[src/rtl/tlb_translate_stage.sv]
// -----------------------------------------------------------------------------
// tlb_params
//   Shared types for the TLB search interface.
//   search_request_t : virtual page number (VA[31:13]), even/odd page select,
//                      and the ASID to match.
//   search_result_t  : hit flag, index of the hit entry and the selected page.
// -----------------------------------------------------------------------------
package tlb_params;
  localparam int TLB_NUM = 16;
  localparam int IDX_W   = $clog2(TLB_NUM);

  typedef struct packed {
    logic [18:0] virtual_page_number;
    logic        is_even_page;
    logic [7:0]  asid;
  } search_request_t;

  typedef struct packed {
    logic [19:0] page_frame_number;
    logic [2:0]  is_cached;
    logic        is_dirty;
    logic        is_valid;
  } tlb_entry_t;

  typedef struct packed {
    logic             found;
    logic [IDX_W-1:0] index;
    tlb_entry_t       entry;
  } search_result_t;
endpackage

// -----------------------------------------------------------------------------
// tlb_translate_stage
//   Two-stage virtual-to-physical translation in front of the TLB array.
//   S1 holds the accepted request and drives search_request; the TLB answers
//   combinationally on search_result. S2 holds the translated response.
//   kseg0/kseg1 (VA[31:29] = 100/101) bypass the TLB.
//
//   Ports
//     clock, reset_n         : clock, asynchronous active-low reset
//     flush                  : drops everything in flight, blocks acceptance
//     req_valid/req_ready    : request handshake
//     req_vaddr/is_store/asid: request payload
//     search_request         : S1 lookup request to the TLB
//     search_result          : TLB answer for search_request (same cycle)
//     resp_valid/resp_ready  : response handshake
//     resp_paddr, resp_cached, resp_exc, resp_bad_vaddr, resp_tlb_index
//                            : registered response (exc: 0 none, 1 refill,
//                              2 invalid, 3 modified)
// -----------------------------------------------------------------------------
module tlb_translate_stage
  import tlb_params::*;
#(
  parameter int TLB_NUM = tlb_params::TLB_NUM
) (
  input  logic                       clock,
  input  logic                       reset_n,
  input  logic                       flush,
  input  logic                       req_valid,
  output logic                       req_ready,
  input  logic [31:0]                req_vaddr,
  input  logic                       req_is_store,
  input  logic [7:0]                 req_asid,
  output search_request_t            search_request,
  input  search_result_t             search_result,
  output logic                       resp_valid,
  input  logic                       resp_ready,
  output logic [31:0]                resp_paddr,
  output logic [2:0]                 resp_cached,
  output logic [1:0]                 resp_exc,
  output logic [31:0]                resp_bad_vaddr,
  output logic [$clog2(TLB_NUM)-1:0] resp_tlb_index
);

  localparam int RIDX_W = $clog2(TLB_NUM);

  // S1 state
  logic              s1_valid_reg;
  logic [31:0]       s1_vaddr_reg;
  logic              s1_is_store_reg;
  logic [7:0]        s1_asid_reg;
  // Kept as its own flop so search_request is all-zero out of reset
  // (deriving it from ~vaddr[12] would read 1 after reset).
  logic              s1_even_reg;

  // S2 state
  logic              s2_valid_reg;
  logic [31:0]       s2_paddr_reg;
  logic [2:0]        s2_cached_reg;
  logic [1:0]        s2_exc_reg;
  logic [31:0]       s2_bad_vaddr_reg;
  logic [RIDX_W-1:0] s2_index_reg;

  // Translation of the S1 entry
  logic [31:0]       paddr_next;
  logic [2:0]        cached_next;
  logic [1:0]        exc_next;
  logic [RIDX_W-1:0] index_next;

  logic s1_advance;
  logic req_fire;

  assign s1_advance = s1_valid_reg && (!s2_valid_reg || resp_ready);
  assign req_ready  = !flush && (!s1_valid_reg || s1_advance);
  assign req_fire   = req_valid && req_ready;

  assign search_request.virtual_page_number = s1_vaddr_reg[31:13];
  assign search_request.is_even_page        = s1_even_reg;
  assign search_request.asid                = s1_asid_reg;

  always_comb begin
    paddr_next  = '0;
    cached_next = '0;
    exc_next    = 2'd0;
    index_next  = '0;
    if (s1_vaddr_reg[31:30] == 2'b10) begin
      // kseg0 (bit 29 = 0) is cached, kseg1 (bit 29 = 1) is uncached
      paddr_next  = {3'b000, s1_vaddr_reg[28:0]};
      cached_next = s1_vaddr_reg[29] ? 3'd2 : 3'd3;
    end else begin
      if (search_result.found) begin
        index_next = RIDX_W'(search_result.index);
      end
      if (!search_result.found) begin
        exc_next = 2'd1;
      end else if (!search_result.entry.is_valid) begin
        exc_next = 2'd2;
      end else if (s1_is_store_reg && !search_result.entry.is_dirty) begin
        exc_next = 2'd3;
      end else begin
        paddr_next  = {search_result.entry.page_frame_number, s1_vaddr_reg[11:0]};
        cached_next = search_result.entry.is_cached;
      end
    end
  end

  always_ff @(posedge clock or negedge reset_n) begin
    if (!reset_n) begin
      s1_valid_reg     <= 1'b0;
      s1_vaddr_reg     <= '0;
      s1_is_store_reg  <= 1'b0;
      s1_asid_reg      <= '0;
      s1_even_reg      <= 1'b0;
      s2_valid_reg     <= 1'b0;
      s2_paddr_reg     <= '0;
      s2_cached_reg    <= '0;
      s2_exc_reg       <= '0;
      s2_bad_vaddr_reg <= '0;
      s2_index_reg     <= '0;
    end else begin
      if (flush) begin
        s1_valid_reg <= 1'b0;
      end else if (req_fire) begin
        s1_valid_reg <= 1'b1;
      end else if (s1_advance) begin
        s1_valid_reg <= 1'b0;
      end

      if (req_fire) begin
        s1_vaddr_reg    <= req_vaddr;
        s1_is_store_reg <= req_is_store;
        s1_asid_reg     <= req_asid;
        s1_even_reg     <= ~req_vaddr[12];
      end

      if (flush) begin
        s2_valid_reg <= 1'b0;
      end else if (s1_advance) begin
        s2_valid_reg <= 1'b1;
      end else if (resp_ready) begin
        s2_valid_reg <= 1'b0;
      end

      // search_result is sampled only at the advancing edge, so a TLB
      // write that lands while S1 is stalled is seen by that request.
      if (s1_advance) begin
        s2_paddr_reg     <= paddr_next;
        s2_cached_reg    <= cached_next;
        s2_exc_reg       <= exc_next;
        s2_bad_vaddr_reg <= s1_vaddr_reg;
        s2_index_reg     <= index_next;
      end
    end
  end

  assign resp_valid     = s2_valid_reg;
  assign resp_paddr     = s2_paddr_reg;
  assign resp_cached    = s2_cached_reg;
  assign resp_exc       = s2_exc_reg;
  assign resp_bad_vaddr = s2_bad_vaddr_reg;
  assign resp_tlb_index = s2_index_reg;

endmodule

[config.mk]
export PLATFORM = sky130hd
export DESIGN_NAME = tlb_translate_stage
export DESIGN_NICKNAME = d
export VERILOG_FILES = /design/src/rtl/tlb_translate_stage.sv
export SDC_FILE = /design/constraint.sdc
export NUM_CORES = 1
export LEC_CHECK = 0
export BUFFER_PORTS_ARGS = -buffer_cell sky130_fd_sc_hd__buf_4
export CORE_MARGIN = 3
export CORE_UTILIZATION = 35
export CTS_BUF_LIST = sky130_fd_sc_hd__clkbuf_4
export DETAILED_ROUTE_END_ITERATION = 12
export PLACE_DENSITY = 0.62
export SETUP_SLACK_MARGIN = 0.3
export SYNTH_ARGS = -nofsm -noshare
export SYNTH_HDL_FRONTEND = slang
export SYNTH_SLANG_ARGS = --single-unit
[constraint.sdc]
create_clock -name clock -period 3.2 [get_ports clock]
set_clock_uncertainty 0.15 [all_clocks]
set_input_delay 0.64 -clock clock [delete_from_list [all_inputs] [get_ports clock]]
set_output_delay 0.64 -clock clock [all_outputs]
set_load 0.005 [all_outputs]
==> flow_metrics.py <==
metrics = {
    "place": {
        "io_buffers": 178,
        "dp_hpwl_um": 9472,
        "place_area_mm2": 0.006222,
        "place_inst": 706,
        "gp_congestion": 0.7851,
    },
    "sta": {
        "grt_setup_unrepaired": "no",
        "finalSetupTns_ns": 0,
        "fmax_ghz": 0.3932,
        "tightest_slew_ns": 0.8437,
        "finalHoldViolCount": 0,
        "hold_slack_ns": 0.1406,
        "relSlewSlack_pct": 43.76,
        "finalCriticalPeriod_ns": 2.543,
        "slew_viol_final": 0,
        "fin_crit_sh_pct": 79.47,
        "setup_viol": 0,
    },
    "floorplanning": {
        "core_mm2": 0.01345,
        "start_util_pct": 36.37,
        "fp.dieH_um": 124.2,
        "chipWidth_um": 124.2,
        "die_area_mm2": 0.01543,
        "io_pins": 179,
        "fp-row-count": 42,
    },
    "power": {
        "p_switching_mw": 1.103,
        "clockPowerShare_pct": 28.4,
        "leakage_nw": 3.081,
        "comb_power_share_pct": 23.7,
        "ir_drop_mv": 0.4833,
        "sw_frac_of_total_pct": 27.41,
        "p_seq_share_pct": 47.8,
        "p_per_area_mw_per_mm2": 615.9,
        "p_int_mw": 2.921,
    },
    "global_routing": {
        "grt_max_degree": 44,
        "grt_pass1_vias": 4022,
        "antenna_found_initial": 0,
        "grt_pass1_wl_um": 22100,
        "grt_usage_pct": 17.99,
        "grt-ovfl-total": 0,
    },
    "synth": {
        "yosysWarnings": 0,
        "syn_area_per_cell_um2": 12.64,
        "synth_cell_types": 27,
        "netlist_area_mm2": 0.004892,
        "synthCells": 387,
        "ys_seq_elements": 117,
        "ys_seq_area_share_pct": 59.85,
        "syn-num-nets": 463,
    },
    "final_layout": {
        "finalNetCount": 626,
        "nFillCells": 1259,
        "drive_gt1_share_pct": 49.73,
        "antennaDiodeCount": 0,
        "stdcell_count": 739,
        "design_area_mm2": 0.006533,
        "syn2layout_area_growth_pct": 33.53,
    },
    "min_path": {
        "hp-class": "in2reg",
    },
    "clocking": {
        "cts_tree": "done",
        "path_clk_slew_ns": 0.11,
        "cts_setup_buffers": 0,
        "cts_buffer_depth": 2,
        "cts_buffers": 17,
        "cts_sinks": 117,
        "htree_num_levels": 4,
        "cts.repair.resized": 0,
        "clk_latency_ns": 0.51,
        "cts-root-buf": "clkbuf_4",
    },
    "critical_path": {
        "crit_path_max_fanout": 24,
        "cp-end-kind": "output pin",
        "cpPeakStageDelay_ns": 0.35,
        "cpMostUsedCell": "buf_4",
        "crit_type": "reg2out",
        "cp_data_required_time_ns": 2.41,
        "path_cells": "buf_4 > buf_4 > a21oi_1 > buf_4",
        "worstPathArrival_ns": 1.75,
        "slowest_stage": "dfrtp_1",
        "start_kind": "flop",
    },
    "run_status": {
        "outcome": "finished clean",
    },
    "drt": {
        "drt_iter0_drc": 168,
        "drc": 0,
        "drt_wl_total_um": 13740,
        "ant_nets": 0,
        "vias_per_cell": 5.137,
        "firstDrtPassIters": 5,
        "wl_per_cell_um": 18.59,
        "via_count": 3796,
    },
    "flow_run": {
        "maxCapViolCount": 0,
    },
}
[stage by stage]
| step | power, mW | utilization, % | setup slack, ns |
|---|---|---|---|
| final | 4.023 | 48.56 | 0.6570 |
| after global routing | 4.276 | 48.56 | 0.5214 |
| after CTS | 4.082 | 48.56 | 0.6282 |
| after detailed placement | 2.923 | 46.25 | 0.9345 |
| after global placement | 2.894 | 46.25 | 0.9797 |
| after floorplan | 2.353 | - | 1.195 |
[area by class of cell]
cell class / count / area [um^2] / area share (%)
Tap cell: 176 / 220.2 / 3.371
Clock buffer: 18 / 135.1 / 2.069
Clock inverter: 14 / 165.2 / 2.528
Inverter: 3 / 11.26 / 0.1724
Timing Repair Buffer: 193 / 1451 / 22.22
Sequential cell: 117 / 2928 / 44.82
Multi-Input combinational cell: 218 / 1622 / 24.82
[kinds of logic (layout without fill, tap and decap cells)]
group | after synthesis | count (layout) | synth area share [%]
DFF | 117 | 117 | 59.85
AOI/OAI and AO/OA | 77 | 77 | 10.05
muxes | 63 | 63 | 14.48
and+or+nand+nor | 78 | 78 | 8.465
buffers and inverters | 52 | 228 | 7.161
[placed cells by master (no fill, tap or decap), drive strengths merged]
cell type and n:
clkinvlp 1, nand4 19, dfrtp 117, mux2i 1, nand3 17, inv 3, nand3b 3, clkinv 9
a211oi 1, bufinv 4, dlygate4sd3 1, mux2 62, nand2 30, nor2 1, a21oi 24, and2b 2
a32o 1, and2 1, buf 192, o2bb2ai 16, clkbuf 18, a31oi 19, and4 1, o21ai 12
a22o 4, nand2b 4
[power groups by stage]
stage	Sequential [mW]	Combinational, mW	Clock, mW
after floorplan	1.93	0.422	0
after global placement	1.94	0.954	0
after detailed placement	1.95	0.972	0
after CTS	1.93	0.974	1.18
after global routing	1.96	1.05	1.27
final	1.92	0.955	1.14
[worst paths after layout]
path                                                      to                     start  cells past startpoint  slack (ns)
max in group asynchronous       s1_vaddr_reg[16]$_DFFE_PN0P_                   reset_n                      3        1.53
worst max-delay path                               req_ready  s1_valid_reg$_DFFE_PN0P_                      4        0.66
worst max register to register   s1_vaddr_reg[5]$_DFFE_PN0P_  s1_valid_reg$_DFFE_PN0P_                      4        1.14
worst min register to register       resp_exc[1]$_DFFE_PN0P_   resp_exc[1]$_DFFE_PN0P_                      1        0.35
worst min-delay path                  resp_valid$_DFFE_PN0P_                     flush                      2        0.14
min in group asynchronous        s1_vaddr_reg[0]$_DFFE_PN0P_                   reset_n                      2        0.53
[what timing repair did]
item                                    CTS  global route
endpoints found under the setup margin    0             0
hold buffers                              1             0
endpoints found under the hold margin    40             0
[synthesized netlist by cell type]
master / number / area (um^2)
nand3_1: 17 / 85.08
mux2_2: 57 / 641.9
nand3b_2: 1 / 11.26
and4_1: 1 / 8.760
nor2_1: 1 / 3.750
buf_2: 13 / 65.06
nand2b_1: 4 / 25.02
dfrtp_1: 117 / 2928
o21ai_0: 12 / 60.06
clkbuf_1: 4 / 15.01
buf_6: 5 / 56.30
nand3b_4: 1 / 20.02
nand4_1: 19 / 118.9
a22o_1: 4 / 35.03
and2b_1: 2 / 15.01
a211oi_1: 1 / 7.510
mux2_1: 5 / 56.30
nand2_1: 30 / 112.6
mux2i_1: 1 / 10.01
a21oi_1: 24 / 120.1
and2_1: 1 / 6.260
inv_1: 3 / 11.26
o2bb2ai_1: 16 / 140.1
a32o_1: 1 / 10.01
buf_4: 27 / 202.7
nand3b_1: 1 / 7.510
a31oi_1: 19 / 118.9
[routing by layer]
metal,GRT usage (%),vias to the layer above,part of all wire [%]
met5,0,-,0
met4,4.642,0,0.79
met3,8.720,8,8.5
met2,28.44,151,48
met1,22.15,1929,43
li1,-,1708,-
[critical path: cells and delay by family, from the launching register on]
| kind | cells | cell delay, ns |
|---|---|---|
| buf+inv | 3 | 0.73 |
| flops | 1 | 0.35 |
| compound gates | 1 | 0.13 |
(Power assumes the default switching activity.)
